--- src/rtl/ofe_pkg.sv ---
// ofe_pkg
//   Shared definitions for the output delay bank: GSR mode strings,
//   the fill-counter width helper and the tap-select clamp.
//   No ports; imported by ofe_delay_lane and ofe_delay_bank.
package ofe_pkg;

  localparam string GSR_ENABLED  = "ENABLED";
  localparam string GSR_DISABLED = "DISABLED";

  // Counter must be able to hold the value DEPTH itself (saturation point).
  function automatic int cntw(input int depth);
    return $clog2(depth + 1);
  endfunction

  // Out-of-range tap selects collapse onto the deepest tap, so Q is never
  // sourced from a stage that does not exist.
  function automatic int sel_clamp(input int field, input int depth);
    return (field > depth - 1) ? depth - 1 : field;
  endfunction

endpackage

--- src/rtl/ofe_delay_lane.sv ---
// ofe_delay_lane
//   One lane of the output delay bank: a (DEPTH-1)-stage shift line, a tap
//   mux and the registered output bit. Latency from d to q is sel+1 enabled
//   edges (sel=0 registers d directly).
//   Ports:
//     clk  in   edge clock
//     rst  in   synchronous reset (already combined), overrides en
//     en   in   clock enable for the line and q
//     d    in   lane data
//     sel  in   clamped tap select, 0..DEPTH-1
//     q    out  registered lane output
module ofe_delay_lane #(
  parameter int   DEPTH     = 4,
  parameter int   SELW      = 2,
  parameter logic RESET_BIT = 1'b0
) (
  input  logic            clk,
  input  logic            rst,
  input  logic            en,
  input  logic            d,
  input  logic [SELW-1:0] sel,
  output logic            q
);

  logic [DEPTH-2:0] stage_reg;
  logic             tap;

  always_ff @(posedge clk) begin
    if (rst) begin
      stage_reg <= {(DEPTH-1){RESET_BIT}};
      q         <= RESET_BIT;
    end else if (en) begin
      for (int k = DEPTH - 2; k > 0; k--) begin
        stage_reg[k] <= stage_reg[k-1];
      end
      stage_reg[0] <= d;
      q            <= tap;
    end
  end

  // stage_reg[k] holds d from k+1 enabled edges ago, so tap sel picks
  // stage_reg[sel-1]; a loop keeps the index in range for any DEPTH.
  always_comb begin
    tap = d;
    for (int k = 0; k < DEPTH - 1; k++) begin
      if (int'(sel) == k + 1) tap = stage_reg[k];
    end
  end

endmodule

--- src/rtl/ofe_delay_bank.sv ---
// ofe_delay_bank
//   WIDTH-lane output skew-alignment bank. Each lane is a programmable
//   delay line (1..DEPTH enabled edges); a shared fill counter drives a
//   per-lane valid flag telling downstream logic when the lane output
//   carries data sampled since the last reset.
//   Ports:
//     ECLK    in   edge clock, all state updates on the rising edge
//     CD      in   synchronous active-high clear, highest priority
//     SP      in   clock enable for delay lines, Q, fill counter and QV
//     GSRNET  in   global set/reset net, active low (used when GSR="ENABLED")
//     PURNET  in   power-up reset net, active low
//     D       in   [WIDTH] lane data
//     DSEL    in   [WIDTH*SELW] tap selects, lane i at [i*SELW +: SELW]
//     Q       out  [WIDTH] registered lane data
//     QV      out  [WIDTH] per-lane valid
module ofe_delay_bank
  import ofe_pkg::*;
#(
  parameter int               WIDTH     = 4,
  parameter int               DEPTH     = 4,
  parameter int               SELW      = $clog2(DEPTH),
  parameter logic [WIDTH-1:0] RESET_VAL = '0,
  parameter string            GSR       = GSR_ENABLED
) (
  input  logic                  ECLK,
  input  logic                  CD,
  input  logic                  SP,
  input  logic                  GSRNET,
  input  logic                  PURNET,
  input  logic [WIDTH-1:0]      D,
  input  logic [WIDTH*SELW-1:0] DSEL,
  output logic [WIDTH-1:0]      Q,
  output logic [WIDTH-1:0]      QV
);

  localparam int CW     = cntw(DEPTH);
  localparam bit GSR_ON = (GSR == GSR_ENABLED);

  logic            rst;
  logic [CW-1:0]   count_reg;
  logic [CW-1:0]   count_next;
  logic [SELW-1:0] sel_w [WIDTH];

  // Combined reset is only ever consumed inside clocked processes.
  assign rst = CD | (GSR_ON ? ~GSRNET : 1'b0) | ~PURNET;

  // Fill counter: counts enabled edges since reset, sticks at DEPTH.
  always_comb begin
    count_next = count_reg;
    if (rst) begin
      count_next = '0;
    end else if (SP && (count_reg != CW'(DEPTH))) begin
      count_next = count_reg + 1'b1;
    end
  end

  always_ff @(posedge ECLK) begin
    count_reg <= count_next;
  end

  genvar gi;
  generate
    for (gi = 0; gi < WIDTH; gi++) begin : g_lane
      assign sel_w[gi] = SELW'(sel_clamp(int'(DSEL[gi*SELW +: SELW]), DEPTH));

      ofe_delay_lane #(
        .DEPTH     (DEPTH),
        .SELW      (SELW),
        .RESET_BIT (RESET_VAL[gi])
      ) u_lane (
        .clk (ECLK),
        .rst (rst),
        .en  (SP),
        .d   (D[gi]),
        .sel (sel_w[gi]),
        .q   (Q[gi])
      );
    end
  endgenerate

  // A lane is valid once more enabled edges have elapsed than its tap depth,
  // i.e. on the same edge its Q first carries a post-reset sample. Raising
  // the select past the fill level drops QV until the line refills.
  always_ff @(posedge ECLK) begin
    if (rst) begin
      QV <= '0;
    end else if (SP) begin
      for (int i = 0; i < WIDTH; i++) begin
        QV[i] <= (int'(count_next) > int'(sel_w[i]));
      end
    end
  end

endmodule

--- config.mk ---
export PLATFORM = sky130hd
export DESIGN_NAME = ofe_delay_bank
export DESIGN_NICKNAME = d
export VERILOG_FILES = /design/src/rtl/ofe_pkg.sv /design/src/rtl/ofe_delay_lane.sv /design/src/rtl/ofe_delay_bank.sv
export SDC_FILE = /design/constraint.sdc
export NUM_CORES = 1
export LEC_CHECK = 0
export BUFFER_PORTS_ARGS = -buffer_cell sky130_fd_sc_hd__buf_2
export CORE_ASPECT_RATIO = 1.25
export CORE_MARGIN = 3
export CORE_UTILIZATION = 57
export DETAILED_ROUTE_END_ITERATION = 10
export GPL_ROUTABILITY_DRIVEN = 0
export PLACE_DENSITY = 0.83
export SLEW_MARGIN = 5
export SYNTH_ARGS = -nofsm -noshare
export SYNTH_HDL_FRONTEND = slang
export SYNTH_SLANG_ARGS = --single-unit
--- constraint.sdc ---
create_clock -name ECLK -period 4 [get_ports ECLK]
set_clock_uncertainty 0.1 [all_clocks]
set_input_delay 0.8 -clock ECLK [delete_from_list [all_inputs] [get_ports ECLK]]
set_output_delay 0.8 -clock ECLK [all_outputs]
set_load 0.005 [all_outputs]
==> out/metrics.cfg, run 1 <==
[global_route]
grt_max_degree = 25
grt_overflow_total = 0
antenna_found_initial = 0
grt_pass1_vias = 877
grtUsageTotal_pct = 17.56
grt_pass1_wl_um = 3505

[final_layout]
area_growth_pct = 10.04
utilization_pct = 66.35
largest_reg_flops = 12
drive_gt1_share_pct = 28.47
n_antenna_cell = 0
fin_nets = 165
layout_common_cells = 24 x buf_2, 23 x dfxtp_1, 23 x nor2_1, 17 x mux2i_1, 10 x ha_1
layout_commonest_cell = buf_2

[setup_path]
critPathKind = in2reg
path_cells = buf_2, a21boi_4, mux2i_1, nor2_1, ha_1, nor2b_1, o21ai_0, a211oi_2
rrSetupSlack_ns = 1.77
worstSetupEndpointType = flop
cp.required_ns = 4.07
critPathSlowestCell = buf_2
critPathBufInv = 1
rr_startpoint = count_reg[0]
worstPathArrival_ns = 2.72
start_kind = input port
crit_family = compound AO/OA/AOI/OAI gates
rr_worst_depth = 9
cpPeakStageDelay_ns = 0.48
reg2reg_to = QV[1]
cp_max_fo = 24

[cts]
clk_path_buf_depth = 2
clock_sinks = 23
cts_tree = yes
insertion_delay_ns = 0.30
postCtsHoldBufs = 0
ctsResizeCount = 0
clockRootBuffer = clkbuf_4
post_cts_buffers = 0
htreeDepth = 1
cts_made_buffers = 3
clkTransAtPathRegs_ns = 0.12

[placed_design]
place_ws_ns = 1.025
hpwl_um = 1677
portBuffers = 24

[worst_hold_path]
hold_start = g_lane[2].u_lane.stage_reg[2]
whs_endpoint = g_lane[2].u_lane.stage_reg[2]
hp-class = reg2reg
worstHoldPathCells = 2

[sta]
grt_setup_unrepaired = no
min_period_ns = 2.650
hold_slack_ns = 0.4064
worstMarginPinSlew_ns = 0.6055
tns_ns = 0
timing.fmax_mhz = 377.3
finalHoldViolCount = 0
finalCritPeriodShare_pct = 66.26
timing.slew.headroom_pct = 59.63
setup_ws_ns = 1.350
setup_viol_count_final = 0
drv_slew = 0

[floorplan]
row_count = 18
die_h_um = 57.49
ioPinCount = 25
die_w_um = 47.19
initial_core_util_pct = 60.30
coreArea_um2 = 2004
dieArea_um2 = 2712

[pwr]
ir_drop_uv = 228.0
p_leak_nw = 0.6123
power_density_nw_per_um2 = 290.3

[synth]
syn_nets = 144
yosysTopAreaCellShare_pct = 38.10
seq_area_frac_synth_pct = 38.10
synth-seq-cells = 23
synth.avg_cell_area_um2 = 10.33
synth.distinct_cells = 22
syn-cell-area_um2 = 1209
syn_inst = 117
yosysTopAreaCell = dfxtp_1
yosysWarnings = 0
synthTopCellsByArea = dfxtp_1 38%, mux2i_1 14%, ha_1 10%, mux4_2 7.5%, nor2_1 7.1%

[detailed_routing]
postRouteAntennaNets = 0
route.detailed.drc = 0
vias = 867
vias_per_cell = 5.522
wire_per_inst_um = 13.58
drt_iter0_drc = 9
firstDrtPassIters = 4
drt-total-wl_um = 2132

[flow_run]
cap_viol_max_count = 0

[status]
outcome = finished clean

-- metrics by stage --
step                power (mW)  cells  cell area [um^2]
floorplan               0.2727    117              1209
global placement        0.2860    153              1304
detailed placement      0.2884    153              1304
CTS                     0.3900    157              1330
global route            0.4074    157              1330
finish                  0.3861    157              1330
-- area by class of cell --
type,instances,area [um^2]
clock buffer,4,26.28
fill,165,674.4
inverter,6,22.52
multi-input combinational,79,668.1
sequential,23,460.4
tap,20,25.02
timing repair buffer,25,127.6
-- power by group --
group	internal (mW)	total (mW)	leakage [nW]	switching, mW
Combinational	0.0250	0.0502	0.412	0.0252
Sequential	0.231	0.233	0.186	0.00153
Clock	0.0388	0.103	0.0150	0.0642
-- Yosys cell counts --
library cell	number
buf_4	6
inv_1	6
and3b_1	1
a211oi_2	4
ha_1	10
or2_1	1
o21ai_0	4
mux4_2	4
dfxtp_1	23
nor2_1	23
clkbuf_1	2
xnor2_1	1
a21oi_1	1
buf_2	1
o21a_4	1
mux2i_1	17
and4b_2	1
nor3_1	1
nand3b_1	1
nor2b_1	4
nand2_1	4
a21boi_4	1
-- worst max path at each step --
stage / startpoint / to / cells after the start
finish: SP / QV[1] / 8
global route: SP / QV[0] / 8
CTS: SP / QV[1] / 8
detailed placement: SP / QV[1] / 8
global placement: SP / QV[0] / 8
floorplan: CD / QV[1] / 7
-- cells by family after synthesis --
logic type,count (synthesis),share of synthesized area [%]
fa+ha+maj,10,10.35
compound gates,11,9.006
mux,21,21.53
xor+xnor,1,0.7248
buf+inv,15,6.625
simple gates,36,13.66
flops,23,38.10
-- worst register-to-register path, delay by kind of cell (launching register included) --
kind,cells,cell delay (ns)
flops,1,0.40
buf+inv,1,0.06
compound gates,3,0.47
mux,1,0.09
simple gates,2,0.43
fa+ha+maj,2,0.56
-- layer usage --
layer | vias to the layer above | track usage [%] | wire length, um | part of all wire (%)
li1 | 435 | - | - | -
met1 | 412 | 19.25 | 902 | 42
met2 | 16 | 32.04 | 1134 | 53
met3 | 4 | 3.785 | 69 | 3.2
met4 | 0 | 5.138 | 25 | 1.2
met5 | - | 0 | 0 | 0
Note: power is estimated with default switching activity, not from simulation.
==> run 2, diff against run 1 <==
--- a/config.mk
+++ b/config.mk
@@ -8,10 +8,10 @@
 export BUFFER_PORTS_ARGS = -buffer_cell sky130_fd_sc_hd__buf_2
 export CORE_ASPECT_RATIO = 1.25
 export CORE_MARGIN = 3
-export CORE_UTILIZATION = 57
+export CORE_UTILIZATION = 48
 export DETAILED_ROUTE_END_ITERATION = 10
 export GPL_ROUTABILITY_DRIVEN = 0
-export PLACE_DENSITY = 0.83
+export PLACE_DENSITY = 0.74
 export SLEW_MARGIN = 5
 export SYNTH_ARGS = -nofsm -noshare
 export SYNTH_HDL_FRONTEND = slang
==> constraint.sdc (replaced) <==
create_clock -name ECLK -period 2.2 [get_ports ECLK]
set_clock_uncertainty 0.1 [all_clocks]
set_input_delay 0.44 -clock ECLK [delete_from_list [all_inputs] [get_ports ECLK]]
set_output_delay 0.44 -clock ECLK [all_outputs]
set_load 0.005 [all_outputs]
==> run 2 against run 1 <==
Cell count up 8.3%. Sequential power up 82%. Final area up 2.4%. Via count down 0.69%. Utilization down 7.3 points. Wire length down 7.3%. Clock power up 90%. Total power up 84%. Critical endpoint is now QV[3]. Highest routed layer unchanged.
==> out/metrics.cfg, run 2 (synthesized netlist as in run 1, its figures left out) <==
[final_layout]
largest_reg_flops = 12  ; unchanged
layout_common_cells = 24 x buf_2, 22 x dfxtp_1, 22 x nor2_1, 17 x mux2i_1, 10 x ha_1
stdcell_count = 170  ; +8.3%
area_growth_pct = 12.73
fill_cells = 219  ; +33%
layout_commonest_cell = buf_2
fin_nets = 167  ; +1.2%
ff_latch_area_um2 = 461.7  ; +0.27%
n_antenna_cell = 0  ; unchanged
multi_input_area_um2 = 670.6  ; +0.37%
drive_gt1_share_pct = 30.94  ; +2.5 points

[setup_path]
cp_max_fo = 5  ; -79%
crit_family = adder cells
cp.required_ns = 2.31  ; -1.76 ns
start_kind = flop
critPathBufInv = 1  ; unchanged
path_common_cell = ha_1
critPathKind = reg2reg
rr_startpoint = count_reg[1]
worstPathArrival_ns = 2.17  ; -0.55 ns
critPathSlowestCell = dfxtp_1
startpoint = count_reg[1]
cpPeakStageDelay_ns = 0.38  ; -0.10 ns
path_cells = inv_1, ha_1, a21boi_4, mux2i_1, nor2_2, ha_1, nor2b_1, o21ai_0, a211oi_2
worstSetupEndpointType = flop

[cts]
clkTransAtPathRegs_ns = 0.12  ; about the same
cts_made_buffers = 3  ; unchanged
htreeDepth = 1  ; unchanged
post_cts_buffers = 0  ; unchanged
clock_sinks = 23  ; unchanged
clockRootBuffer = clkbuf_4
clk_path_buf_depth = 2  ; unchanged
cts_tree = yes
insertion_delay_ns = 0.31  ; about the same

[pwr]
power.switching_mw = 0.1726  ; +90%
p_int_mw = 0.5390  ; +83%
p_leak_nw = 0.6218  ; +1.5%
power_mw = 0.7116  ; +84%
p_sw_share_pct = 24.26  ; +0.70 points
ir_drop_uv = 333.6  ; +46%
pwr-share-comb_pct = 12.9  ; about the same
p_seq_share_pct = 59.5  ; -0.8 points
power_frac_clock_pct = 27.6  ; +0.9 points
power_density_nw_per_um2 = 522.3  ; +80%

[detailed_routing]
vias_per_cell = 5.065  ; -8.3%
postRouteAntennaNets = 0  ; unchanged
drt-total-wl_um = 1976  ; -7.3%
wire_per_inst_um = 11.62  ; -14%
drt_iter0_drc = 12  ; +3
firstDrtPassIters = 4  ; unchanged
route.detailed.drc = 0  ; unchanged
vias = 861  ; -0.69%

[floorplan]
coreArea_um2 = 2306  ; +15%
dieArea_um2 = 3160  ; +16%
die_h_um = 62.11  ; +8.0%
row_count = 19  ; +1
die_w_um = 50.88  ; +7.8%
initial_core_util_pct = 52.41  ; -7.9 points
ioPinCount = 25  ; unchanged

[global_route]
grt_overflow_total = 0  ; unchanged
grt_max_degree = 24  ; -4.0%
antenna_found_initial = 0  ; unchanged
grtUsageTotal_pct = 14.83  ; -2.7 points
grt_pass1_wl_um = 3608  ; +2.9%
grt_pass1_vias = 867  ; -1.1%

[sta]
worstMarginPinSlew_ns = 0.3260  ; -0.2795 ns
finalHoldViolCount = 0  ; unchanged
timing.slew.headroom_pct = 78.27  ; +19 points
min_period_ns = 2.063
grt_setup_unrepaired = no
drv_slew = 0  ; unchanged
timing.fmax_mhz = 484.7
finalCritPeriodShare_pct = 93.78
tns_ns = 0  ; unchanged
setup_viol_count_final = 0  ; unchanged

[placed_design]
place_inst = 166  ; +8.5%
hpwl_um = 1550  ; -7.6%
portBuffers = 24  ; unchanged

[flow_run]
cap_viol_max_count = 0  ; unchanged

[status]
outcome = finished clean

[worst_hold_path]
hold_start = D[0]
hp-class = in2reg

[run 2: tightest hold or removal path: stages]
cell	delay (ns)
buf_2	0.08
mux2i_1	0.06
nor2_1	0.07
[run 2: layer usage]
metal  part of all wire [%]  wire, um  track usage [%]
met5                      0         0                0
met4                    2.2        44            8.081
met3                    4.4        86            2.871
met2                     50       980            24.51
met1                     44       865            17.67
[run 2: area by class of cell]
cell class,count,share of cell area [%]
Inverter,6,1.653
Multi-Input combinational cell,79,49.22
Timing Repair Buffer,27,10.47
Tap cell,31,2.847
Sequential cell,23,33.88
Clock buffer,4,1.928
[run 2: what timing repair did]
item	CTS	global route
endpoints found under the setup margin	0	4
resized for setup	0	2
hold buffers	0	0
[run 2: worst paths after layout]
kind	endpoint	slack (ns)	depth (start not counted)
max	QV[3]	0.14	9
max reg2reg	QV[3]	0.14	9
min reg2reg	g_lane[2].u_lane.q	0.40	2
min	g_lane[0].u_lane.stage_reg[0]	0.27	3
[run 2: stage by stage]
step,instance area (um^2),worst slack [ns],util (%),hold WS [ns]
after floorplan,1209,0.1576,-,0.3548
after global placement,1333,0.1050,57.79,0.3692
after detailed placement,1333,0.05481,57.79,0.3828
after CTS,1359,0.03013,58.93,0.2631
after global routing,1363,0.01218,59.09,0.2885
final,1363,0.1369,59.09,0.2678
[run 2: power groups by stage]
stage | logic [mW] | registers [mW] | clock network (mW)
4_1_cts | 0.0934 | 0.424 | 0.207
3_3_place_gp | 0.0902 | 0.432 | 0
2_1_floorplan | 0.0634 | 0.432 | 0
6_report | 0.0918 | 0.423 | 0.196
5_1_grt | 0.105 | 0.424 | 0.220
3_5_place_dp | 0.0928 | 0.433 | 0
==> run 3, diff against run 2 <==
--- a/config.mk
+++ b/config.mk
@@ -7,7 +7,6 @@
 export LEC_CHECK = 0
 export BUFFER_PORTS_ARGS = -buffer_cell sky130_fd_sc_hd__buf_2
 export CORE_ASPECT_RATIO = 1.25
-export CORE_MARGIN = 3
 export CORE_UTILIZATION = 48
 export DETAILED_ROUTE_END_ITERATION = 10
 export GPL_ROUTABILITY_DRIVEN = 0
==> run 3 against run 2 <==
Global-route usage increased by 3.0 points. Non-clock buffer count unchanged. Wire length increased by 3.2%. Via count decreased by 0.12%. Die area decreased by 14%. Sequential share of layout area unchanged. Final area unchanged. Critical path depth unchanged. First-iteration DRC count decreased by 8.3%.
==> out/metrics.cfg, run 3 (synthesized netlist as in run 1, its figures left out) <==
[worst_hold_path]
hold_start = D[0]
whs_endpoint = g_lane[0].u_lane.stage_reg[0]
hp-class = in2reg
worstHoldPathCells = 3  ; unchanged

[placed_design]
hpwl_um = 1498  ; -3.4%
portBuffers = 24  ; unchanged

[final_layout]
n_antenna_cell = 0  ; unchanged
largest_reg_flops = 12  ; unchanged
fin_nets = 167  ; unchanged
area_growth_pct = 12.73  ; unchanged
layout_commonest_cell = buf_2
layout_common_cells = 24 x buf_2, 22 x dfxtp_1, 22 x nor2_1, 17 x mux2i_1, 10 x ha_1
fill_cells = 221  ; +0.91%
drive_gt1_share_pct = 30.94  ; unchanged

[sta]
tns_ns = 0  ; unchanged
finalHoldViolCount = 0  ; unchanged
grt_setup_unrepaired = no
drv_slew = 0  ; unchanged
worstMarginPinSlew_ns = 0.3448  ; +0.01876 ns
timing.fmax_mhz = 487.2  ; +0.51%
min_period_ns = 2.053  ; -0.01057 ns
finalCritPeriodShare_pct = 93.30  ; -0.48 points
timing.slew.headroom_pct = 77.02  ; -1.3 points
setup_viol_count_final = 0  ; unchanged

[pwr]
p_leak_nw = 0.6218  ; about the same
power_frac_clock_pct = 27.6  ; about the same
ir_drop_uv = 359.6  ; +7.8%
pwr-share-comb_pct = 13.1  ; +0.2 points
power_density_nw_per_um2 = 524.1  ; +0.35%
p_sw_share_pct = 24.48  ; +0.22 points
p_seq_share_pct = 59.3  ; -0.2 points
p_int_mw = 0.5393  ; about the same
power.switching_mw = 0.1748  ; +1.3%
power_mw = 0.7141  ; +0.35%

[cts]
clkTransAtPathRegs_ns = 0.12  ; about the same
postCtsHoldBufs = 0  ; unchanged
post_cts_buffers = 0  ; unchanged
htreeDepth = 1  ; unchanged
clock_sinks = 23  ; unchanged
cts_made_buffers = 3  ; unchanged
clockRootBuffer = clkbuf_4
clk_path_buf_depth = 2  ; unchanged
insertion_delay_ns = 0.31  ; about the same
cts_tree = yes

[global_route]
grt_pass1_wl_um = 3505  ; -2.9%
grtUsageTotal_pct = 17.84  ; +3.0 points
antenna_found_initial = 0  ; unchanged
grt_pass1_vias = 832  ; -4.0%
grt_overflow_total = 0  ; unchanged
grt_max_degree = 24  ; unchanged

[floorplan]
row_count = 19  ; unchanged
ioPinCount = 25  ; unchanged
coreArea_um2 = 2282  ; -1.0%
die_h_um = 58.11  ; -6.4%
initial_core_util_pct = 52.96  ; +0.55 points
die_w_um = 46.88  ; -7.9%
dieArea_um2 = 2724  ; -14%

[setup_path]
rr_startpoint = count_reg[0]
cp.required_ns = 2.31  ; about the same
cp_max_fo = 5  ; unchanged
rr_worst_depth = 9  ; unchanged
reg2reg_to = QV[2]
critPathKind = reg2reg
start_kind = flop
worstSetupEndpointType = flop
worstPathArrival_ns = 2.16  ; about the same
rrSetupSlack_ns = 0.15  ; about the same

[detailed_routing]
firstDrtPassIters = 4  ; unchanged
postRouteAntennaNets = 0  ; unchanged
vias_per_cell = 5.059  ; -0.12%
vias = 860  ; -0.12%
drt-total-wl_um = 2040  ; +3.2%
wire_per_inst_um = 12.00  ; +3.2%
route.detailed.drc = 0  ; unchanged
drt_iter0_drc = 11  ; -1

[flow_run]
cap_viol_max_count = 0  ; unchanged

[status]
outcome = finished clean

-- run 3: per-layer routing --
metal  global-route usage, %  wire [um]
met1                   22.11        982
met2                   28.97        924
met3                   3.115         86
met4                   8.571         47
met5                       0          0
-- run 3: what timing repair did --
| action | CTS | global route |
|---|---|---|
| resized for setup | 0 | 5 |
| hold endpoints to repair | 0 | 0 |
| setup endpoints to repair | 0 | 4 |
-- run 3: area by class of cell --
cell class	count	area [um^2]	area share, %
repair buffers	27	142.6	10.47
inverters	6	22.52	1.653
well taps	31	38.79	2.847
clock buffers	4	26.28	1.928
multi-input cells	79	670.6	49.22
flip-flops and latches	23	461.7	33.88
-- run 3: through the flow --
step | worst slack [ns] | std cells | hold WS [ns] | area, um^2 | util [%]
5_1_grt | 0.001582 | 170 | 0.2652 | 1363 | 59.70
4_1_cts | 0.02297 | 170 | 0.2693 | 1359 | 59.54
3_3_place_gp | 0.1151 | 166 | 0.3692 | 1333 | 58.39
6_report | 0.1475 | 170 | 0.2684 | 1363 | 59.70
3_5_place_dp | 0.04006 | 166 | 0.3772 | 1333 | 58.39
2_1_floorplan | 0.1576 | 117 | 0.3548 | 1209 | -
-- run 3: worst max-delay path, stage by stage, from the launching register on --
cell and delay, ns:
dfxtp_2 0.37, inv_1 0.04, ha_1 0.23, a21boi_4 0.16, mux2i_1 0.23, nor2_2 0.10, ha_1 0.29, nor2b_1 0.13
o21ai_0 0.19, a211oi_2 0.10
-- run 3: worst max-delay path by stage --
stage	to	cells after the start	slack [ns]	from
6_report	QV[2]	9	0.15	count_reg[0]
2_1_floorplan	QV[1]	7	0.16	CD
5_1_grt	QV[1]	9	0.002	count_reg[0]
3_3_place_gp	QV[0]	9	0.12	count_reg[0]
3_5_place_dp	QV[2]	9	0.04	count_reg[0]
4_1_cts	QV[3]	9	0.02	count_reg[0]
-- run 3: power groups by stage --
| stage | Sequential, mW | Clock, mW | Combinational [mW] |
|---|---|---|---|
| after floorplan | 0.432 | 0 | 0.0634 |
| after global placement | 0.432 | 0 | 0.0905 |
| after detailed placement | 0.433 | 0 | 0.0925 |
| after CTS | 0.423 | 0.204 | 0.0937 |
| after global routing | 0.425 | 0.223 | 0.104 |
| final | 0.423 | 0.197 | 0.0938 |
